$ cat src/rtl/arith_pkg.sv
// Shared definitions for the arithmetic block set.
// Holds the sequencing state encoding, the default operand width and a
// helper that sizes iteration counters.
package arith_pkg;

  typedef enum logic [1:0] {
    IDLE   = 2'd0,
    RUN    = 2'd1,
    FINISH = 2'd2
  } state_t;

  localparam int DEF_WIDTH = 6;

  // Counter must be able to hold the value WIDTH.
  function automatic int cnt_width(input int w);
    return $clog2(w + 1);
  endfunction

endpackage

$ cat src/rtl/addsub_unit.sv
// Generic combinational adder/subtractor.
// Ports:
//   i_a, i_b : operands (WIDTH bits)
//   i_sub    : mode, 1 = i_a - i_b, 0 = i_a + i_b
//   o_y      : result, modulo 2**WIDTH
module addsub_unit #(
  parameter int WIDTH = 7
) (
  input  logic [WIDTH-1:0] i_a,
  input  logic [WIDTH-1:0] i_b,
  input  logic             i_sub,
  output logic [WIDTH-1:0] o_y
);

  logic [WIDTH-1:0] w_b_inv;

  // Two's-complement subtract: invert b and inject the carry-in.
  assign w_b_inv = i_b ^ {WIDTH{i_sub}};
  assign o_y     = i_a + w_b_inv + {{(WIDTH-1){1'b0}}, i_sub};

endmodule

$ cat src/rtl/restoring_divider.sv
// Sequential unsigned restoring divider, one quotient bit per clock.
// Ports:
//   i_clk, i_rst_n        : clock, asynchronous active-low reset
//   i_start               : request, sampled when not busy (IDLE or FINISH)
//   i_dividend, i_divisor : operands, sampled with i_start
//   o_busy                : iteration in progress
//   o_done                : one-cycle strobe, results valid
//   o_quotient/remainder  : results, held until the next completion
//   o_div_by_zero         : divisor was zero (quotient all ones, rem = dividend)
module restoring_divider
  import arith_pkg::*;
#(
  parameter int WIDTH = DEF_WIDTH
) (
  input  logic             i_clk,
  input  logic             i_rst_n,
  input  logic             i_start,
  input  logic [WIDTH-1:0] i_dividend,
  input  logic [WIDTH-1:0] i_divisor,
  output logic             o_busy,
  output logic             o_done,
  output logic [WIDTH-1:0] o_quotient,
  output logic [WIDTH-1:0] o_remainder,
  output logic             o_div_by_zero
);

  localparam int CW = cnt_width(WIDTH);

  state_t           r_state;
  logic [WIDTH-1:0] r_rem;   // partial remainder, always < divisor between steps
  logic [WIDTH-1:0] r_quo;   // dividend bits shift out the top, quotient bits in the bottom
  logic [WIDTH-1:0] r_div;
  logic [CW-1:0]    r_cnt;

  logic [WIDTH:0]   w_shift_rem;
  logic [WIDTH:0]   w_trial;
  logic [WIDTH-1:0] w_rem_nxt;
  logic [WIDTH-1:0] w_quo_nxt;
  logic             w_last;

  // Shifted remainder needs WIDTH+1 bits; the trial's MSB is then the borrow.
  assign w_shift_rem = {r_rem, r_quo[WIDTH-1]};

  addsub_unit #(.WIDTH(WIDTH + 1)) u_addsub (
    .i_a   (w_shift_rem),
    .i_b   ({1'b0, r_div}),
    .i_sub (1'b1),
    .o_y   (w_trial)
  );

  always_comb begin
    w_rem_nxt = w_trial[WIDTH] ? w_shift_rem[WIDTH-1:0] : w_trial[WIDTH-1:0];
    w_quo_nxt = {r_quo[WIDTH-2:0], ~w_trial[WIDTH]};
    w_last    = (r_cnt == CW'(WIDTH - 1));
  end

  always_ff @(posedge i_clk or negedge i_rst_n) begin
    if (!i_rst_n) begin
      r_state       <= IDLE;
      r_rem         <= '0;
      r_quo         <= '0;
      r_div         <= '0;
      r_cnt         <= '0;
      o_busy        <= 1'b0;
      o_done        <= 1'b0;
      o_quotient    <= '0;
      o_remainder   <= '0;
      o_div_by_zero <= 1'b0;
    end else begin
      case (r_state)
        IDLE, FINISH: begin
          o_done <= 1'b0;
          if (i_start) begin
            r_quo <= i_dividend;
            r_div <= i_divisor;
            r_rem <= '0;
            r_cnt <= '0;
            if (i_divisor == '0) begin
              // Zero divisor completes immediately without iterating.
              o_quotient    <= '1;
              o_remainder   <= i_dividend;
              o_div_by_zero <= 1'b1;
              o_done        <= 1'b1;
              r_state       <= FINISH;
            end else begin
              o_busy  <= 1'b1;
              r_state <= RUN;
            end
          end else begin
            r_state <= IDLE;
          end
        end
        RUN: begin
          r_rem <= w_rem_nxt;
          r_quo <= w_quo_nxt;
          r_cnt <= r_cnt + 1'b1;
          if (w_last) begin
            o_quotient    <= w_quo_nxt;
            o_remainder   <= w_rem_nxt;
            o_div_by_zero <= 1'b0;
            o_done        <= 1'b1;
            o_busy        <= 1'b0;
            r_state       <= FINISH;
          end
        end
        default: begin
          o_busy  <= 1'b0;
          o_done  <= 1'b0;
          r_state <= IDLE;
        end
      endcase
    end
  end

endmodule
$ cat config.mk
export PLATFORM = sky130hd
export DESIGN_NAME = restoring_divider
export DESIGN_NICKNAME = d
export VERILOG_FILES = /design/src/rtl/arith_pkg.sv /design/src/rtl/addsub_unit.sv /design/src/rtl/restoring_divider.sv
export SDC_FILE = /design/constraint.sdc
export NUM_CORES = 1
export LEC_CHECK = 0
export CORE_ASPECT_RATIO = 1.5
export CORE_MARGIN = 3
export CORE_UTILIZATION = 48
export DETAILED_ROUTE_END_ITERATION = 8
export PLACE_DENSITY = 0.82
export SLEW_MARGIN = 25
export SYNTH_ARGS = -nofsm -noshare
export SYNTH_HDL_FRONTEND = slang
export SYNTH_SLANG_ARGS = --single-unit
$ cat constraint.sdc
create_clock -name i_clk -period 2.25 [get_ports i_clk]
set_input_delay 0.45 -clock i_clk [delete_from_list [all_inputs] [get_ports i_clk]]
set_output_delay 0.45 -clock i_clk [all_outputs]
set_load 0.05 [all_outputs]
# Yosys cells after proc, flatten, opt, wreduce, memory -nomap -nowiden
# Index checks and enable logic that the tools add are counted.
[totals]
register_bits = 38
input_bits = 15
output_inout_bits = 15
elab_cells = 60
[classes]
n_addsub = 3
eq_ne = 7
n_mux = 30
n_bitwise = 2
reduce_logical = 8
[ops]
columns = ["op", "n"]
rows = [
  ["two-way mux 6 bit", 9],
  ["one-hot mux 6 bit (2 select lines)", 4],
  ["two-way mux 1 bit", 8],
  ["inequality test 2 bit, second input constant", 4],
  ["adder 7 x 1 -> 7 bit, second input constant", 1],
  ["adder 7 bit", 1],
  ["inverter 6 -> 7 bit", 1],
  ["zero test 6 bit", 1],
  ["two-way mux 2 bit", 3],
  ["one-hot mux 1 bit (2 select lines)", 3],
  ["one-hot mux 3 bit (2 select lines)", 1],
  ["one-hot mux 2 bit (2 select lines)", 1],
  ["AND reduction 2 bit", 2],
  ["AND reduction 4 bit", 1],
  ["adder 3 x 1 -> 3 bit, second input constant", 1],
  ["== test 3 bit, second input constant", 1],
  ["two-way mux 3 bit", 1],
  ["AND reduction 3 bit", 1],
  ["== test 2 x 1 -> 1 bit, second input constant", 1],
  ["== test 2 bit, second input constant", 1],
  ["zero test 2 bit", 1],
  ["nonzero test 2 bit", 1],
  ["OR reduction 2 bit", 1],
  ["inverter 1 bit", 1],
]

# Logic depth before layout (Yosys ltp)
[depth]
depth_word = 6
ltp_mapped = 10
depth_no_buf = 10

# By module
# From an unflattened synthesis, not the netlist that was laid out.
[unflattened]
hier_cells = 197
hier_area_um2 = 2005.7
[by_module_without_submodules]
columns = ["mod", "instances", "cells_each", "area_each_um2", "seq_area_each_um2"]
rows = [
  ["restoring_divider", 1, 162, 1679.1, 925.9],
  ["addsub_unit", 1, 35, 326.6, 0.0],
]

# Least setup slack after synthesis
# No wires, ideal clock.
[synth_timing]
path_type = "flip-flop to flip-flop"
start = "register r_quo[5]"
end = "register o_remainder[5]"
setup_ns = 0.083
arrival_ns = 2.125
required_ns = 2.167
path_slack_ns = 0.042
path_stages_with_launch = 11
n_path_buf = 1
period_less_slack_ns = 2.208
path_cell_list = "dfrtp_1 -> inv_1 -> ha_1 -> inv_1 -> fa_1 -> a21oi_2 -> or4_4 -> and3_1 -> buf_6 -> o31a_1 -> o22ai_1"
[synth_via]
elab_chain_len = 5
[synth_rtl]
columns = ["item", "line", "source"]
rows = [
  ["start: declaration", "restoring_divider.sv:31", "logic [WIDTH-1:0] r_quo;"],
  ["start signal: assignment", "restoring_divider.sv:74", "r_quo <= i_dividend;"],
  ["start signal: assignment", "restoring_divider.sv:95", "r_quo <= w_quo_nxt;"],
  ["adder 7 bit", "addsub_unit.sv:19", "assign o_y = i_a + w_b_inv + {{(WIDTH-1){1'b0}}, i_sub};"],
  ["adder 7 x 1 -> 7 bit", "addsub_unit.sv:19", ""],
  ["two-way mux 6 bit", "restoring_divider.sv:52", "w_rem_nxt = w_trial[WIDTH] ? w_shift_rem[WIDTH-1:0] : w_trial[WIDTH-1:0];"],
  ["two-way mux 6 bit", "restoring_divider.sv:97", "if (w_last) begin"],
  ["one-hot mux 6 bit (2 select lines)", "restoring_divider.sv:70", "case (r_state)"],
  ["end signal: assignment", "restoring_divider.sv:81", "o_remainder <= i_dividend;"],
  ["end signal: assignment", "restoring_divider.sv:99", "o_remainder <= w_rem_nxt;"],
  ["end: declaration", "restoring_divider.sv:23", "output logic [WIDTH-1:0] o_remainder,"],
]
# No other way between the ends. The select of a mux whose other input is x is not followed.
# A chain may end at the register's enable or synchronous reset.

# Worst setup path in the final report
# Ends and elaborated chain as after synthesis.

==> results.toml <==
[run_status]
status = "completed"

[worst_setup_path]
cp_max_fo = 4
worstPathArrival_ns = 2.44
cp-start-kind = "flip-flop"
critPathKind = "flip-flop to flip-flop"
reg2reg_slack_ns = 0.02
reg2reg_depth = 9
required_ns = 2.46
reg2reg_from = "r_quo[5]"
endpoint_kind = "flip-flop"
rr_endpoint = "o_remainder[5]"

[yosys]
yosysWarnings = 0
synth_most_common_cell = "dfrtp_1"
ys_top_cells_by_count = "dfrtp_1, nand2_1, nor2_1, o21ai_0, a21oi_1"
synth_compound_area_share_pct = 18.2
synthesis.area_sq_mm = 0.00187
ys.flop_type = "dfrtp_1"
yosys.area.top_type = "dfrtp_1"
synth_mux_area_share_pct = 3.49
async_flop_share_pct = 100
synth-edff-count = 0
synth_fp_nets = 223
ys_seq_area_share_pct = 49.6
yosysTopAreaCellShare_pct = 49.6
yosys-top-cells-area = "dfrtp_1, nand2_1, ha_1"
ys_ff_latch = 37
syn-instance-count = 199
yosys.cell_types.count = 37
synth-xor-area-share_pct = 1.41
avgSynthCellArea_sq_um = 9.38
synth_top_family_by_area = "compound AO/OA/AOI/OAI gates"
synthSimpleGateAreaFrac_pct = 16.2
synthAdderAreaFrac_pct = 6.43

[sta]
finClkSkew_ns = 0.00458
hold_viol_final = 0
finalCritPeriodShare_pct = 99.2
worst_pin_slew_ns = 0.818
tns_ns = 0
fin_ws_ns = 0.0189
slew_viol_final = 0
slew_headroom_pct = 45.4
fmax_mhz = 448
setup_viol = 0
period_needed_ns = 2.23
rsz0062_at_grt = "yes"

[die]
initial_core_util_pct = 50.2
row_count = 27
dieArea_sq_mm = 0.00469
ios = 30
dieHeight_um = 82.4
core_area_sq_mm = 0.00372
chipWidth_um = 56.9

[global_routing]
antenna_found_initial = 0
grt-ovfl-total = 0
grt_pass1_vias = 1592
grt_pass1_wl_mm = 7.26
grt_max_degree = 38
track_usage_pct = 20.3

[cts]
cts_made_buffers = 5
cts.sink_count = 37
ctsHoldBuffers = 0
htree_levels = 2
root_buffer = "clkbuf_8"
clk_pin_slew_ns = 0.07
worst_skew_pair.late_latency_ns = 0.29
cts_tree = "built"
clock_path_buffers = 2

[route]
antenna_left = 0
vias = 1619
drt_drc_violations_left = 0
post_drt_wl_per_cell_um = 15.4
totalWireLength_mm = 4.45
drt_pass1_iterations = 7
via_per_inst = 5.60
drt_iter0_markers = 38

[pwr]
peakVddDrop_uv = 1110
p_per_area_mw_per_mm2 = 1870
power.leakage_nw = 1.09
totalPowerFinal_mw = 4.62

[final_layout]
area_growth_pct = 32.6
nets = 269
num-fill-cells = 286
diodes = 0
final_layout_size_suffix_gt1_share_pct = 16.7
final_cells = 289

[placed_design]
place_congestion = 0.828
place_ws_ns = -0.0558
placed_cells = 278
port_buffers = 29
dp_hpwl_mm = 3.25

[job]
drv_cap = 0

[min_path]
min_path_type = "input pin to async pin"
stage by stage:
step | util [%] | instance area (sq um) | hold slack [ns]
after floorplan | - | 1870 | 0.154
after global placement | 61.5 | 2290 | 0.472
after detailed placement | 61.5 | 2290 | 0.477
after CTS | 64.9 | 2410 | 0.277
after global routing | 66.6 | 2470 | 0.301
final | 66.6 | 2470 | 0.250
final cells by class:
type	count	area (sq um)	area share, %
Clock inverter	1	30.0	1.21
Tap cell	43	53.8	2.17
Sequential cell	37	926	37.4
Inverter	13	48.8	1.97
Clock buffer	7	86.3	3.49
Timing Repair Buffer	46	425	17.2
Multi-Input combinational cell	142	905	36.6
flip-flops by register name, indices dropped and copies added (netlist names):
name           cells
o_div_by_zero      1
o_remainder        6
r_state            1
r_cnt              3
r_quo              6
o_busy             1
r_div              6
o_quotient         6
r_rem              6
o_done             1
worst max-delay path: stages (launching register included):
cell,delay (ns)
dfrtp_1,0.38
inv_2,0.06
ha_4,0.16
inv_2,0.05
fa_2,0.23
a21oi_4,0.08
or4_4,0.51
and3_4,0.21
o31a_1,0.31
o22ai_1,0.16
repair_timing:
item,CTS,global route
buffers inserted,0,3
resized for setup,4,9
endpoints found under the setup margin,11,12
pin swaps,0,9
worst max path at each step:
stage            startpoint  cells after the start             end
5_1_grt            r_quo[5]                     10        r_rem[4]
6_report           r_quo[5]                      9  o_remainder[5]
2_1_floorplan      r_quo[5]                     10  o_remainder[5]
3_3_place_gp   i_divisor[3]                      8  o_remainder[1]
4_1_cts            r_quo[5]                      9  o_remainder[5]
3_5_place_dp   i_divisor[2]                      8  o_remainder[1]
layer usage:
layer / wire length, um / up-vias / track usage, %
met1: 1810 / 784 / 23.2
li1: - / 780 / -
met5: 0 / - / 0
met2: 2310 / 42 / 35.4
met4: 158 / 0 / 10.4
met3: 160 / 13 / 4.82
power breakdown:
part | leakage [nW] | total (mW) | switching, mW | internal, mW
combinational | 0.607 | 2.82 | 1.60 | 1.22
sequential | 0.423 | 1.21 | 0.225 | 0.980
clock | 0.0585 | 0.592 | 0.231 | 0.361
kinds of logic (layout without fill, tap and decap cells):
kind of cell             count (synthesis)  count (layout)
AND/OR/NAND/NOR                         67              67
buffers and inverters                   20              67
flip-flops                              37              37
adder cells (fa/ha/maj)                  9               9
AO/OA/AOI/OAI                           57              57
XOR/XNOR                                 3               3
multiplexers                             6               6
placed cells by master, fill, tap and decap left out, drive strengths merged:
cell | netlist | layout
nand2b | 4 | 4
fa | 1 | 1
a22o | 1 | 1
o211ai | 1 | 1
nand2 | 35 | 35
clkdlybuf4s50 | 0 | 28
mux2i | 5 | 5
bufinv | 0 | 1
or4 | 2 | 2
xor2 | 3 | 3
buf | 2 | 18
nor2b | 3 | 3
o31a | 3 | 3
a21oi | 16 | 16
clkbuf | 5 | 7
nor2 | 16 | 16
nor3 | 1 | 1
o22a | 1 | 1
o21ai | 19 | 19
nand3b | 1 | 1
ha | 8 | 8
nand3 | 2 | 2
a221oi | 1 | 1
dfrtp | 37 | 37
mux2 | 1 | 1
o21bai | 1 | 1
o21a | 2 | 2
o2111ai | 1 | 1
nand4 | 1 | 1
inv | 13 | 13
a31oi | 6 | 6
o22ai | 5 | 5
and3 | 2 | 2
Power figures use the tool's default switching activity.
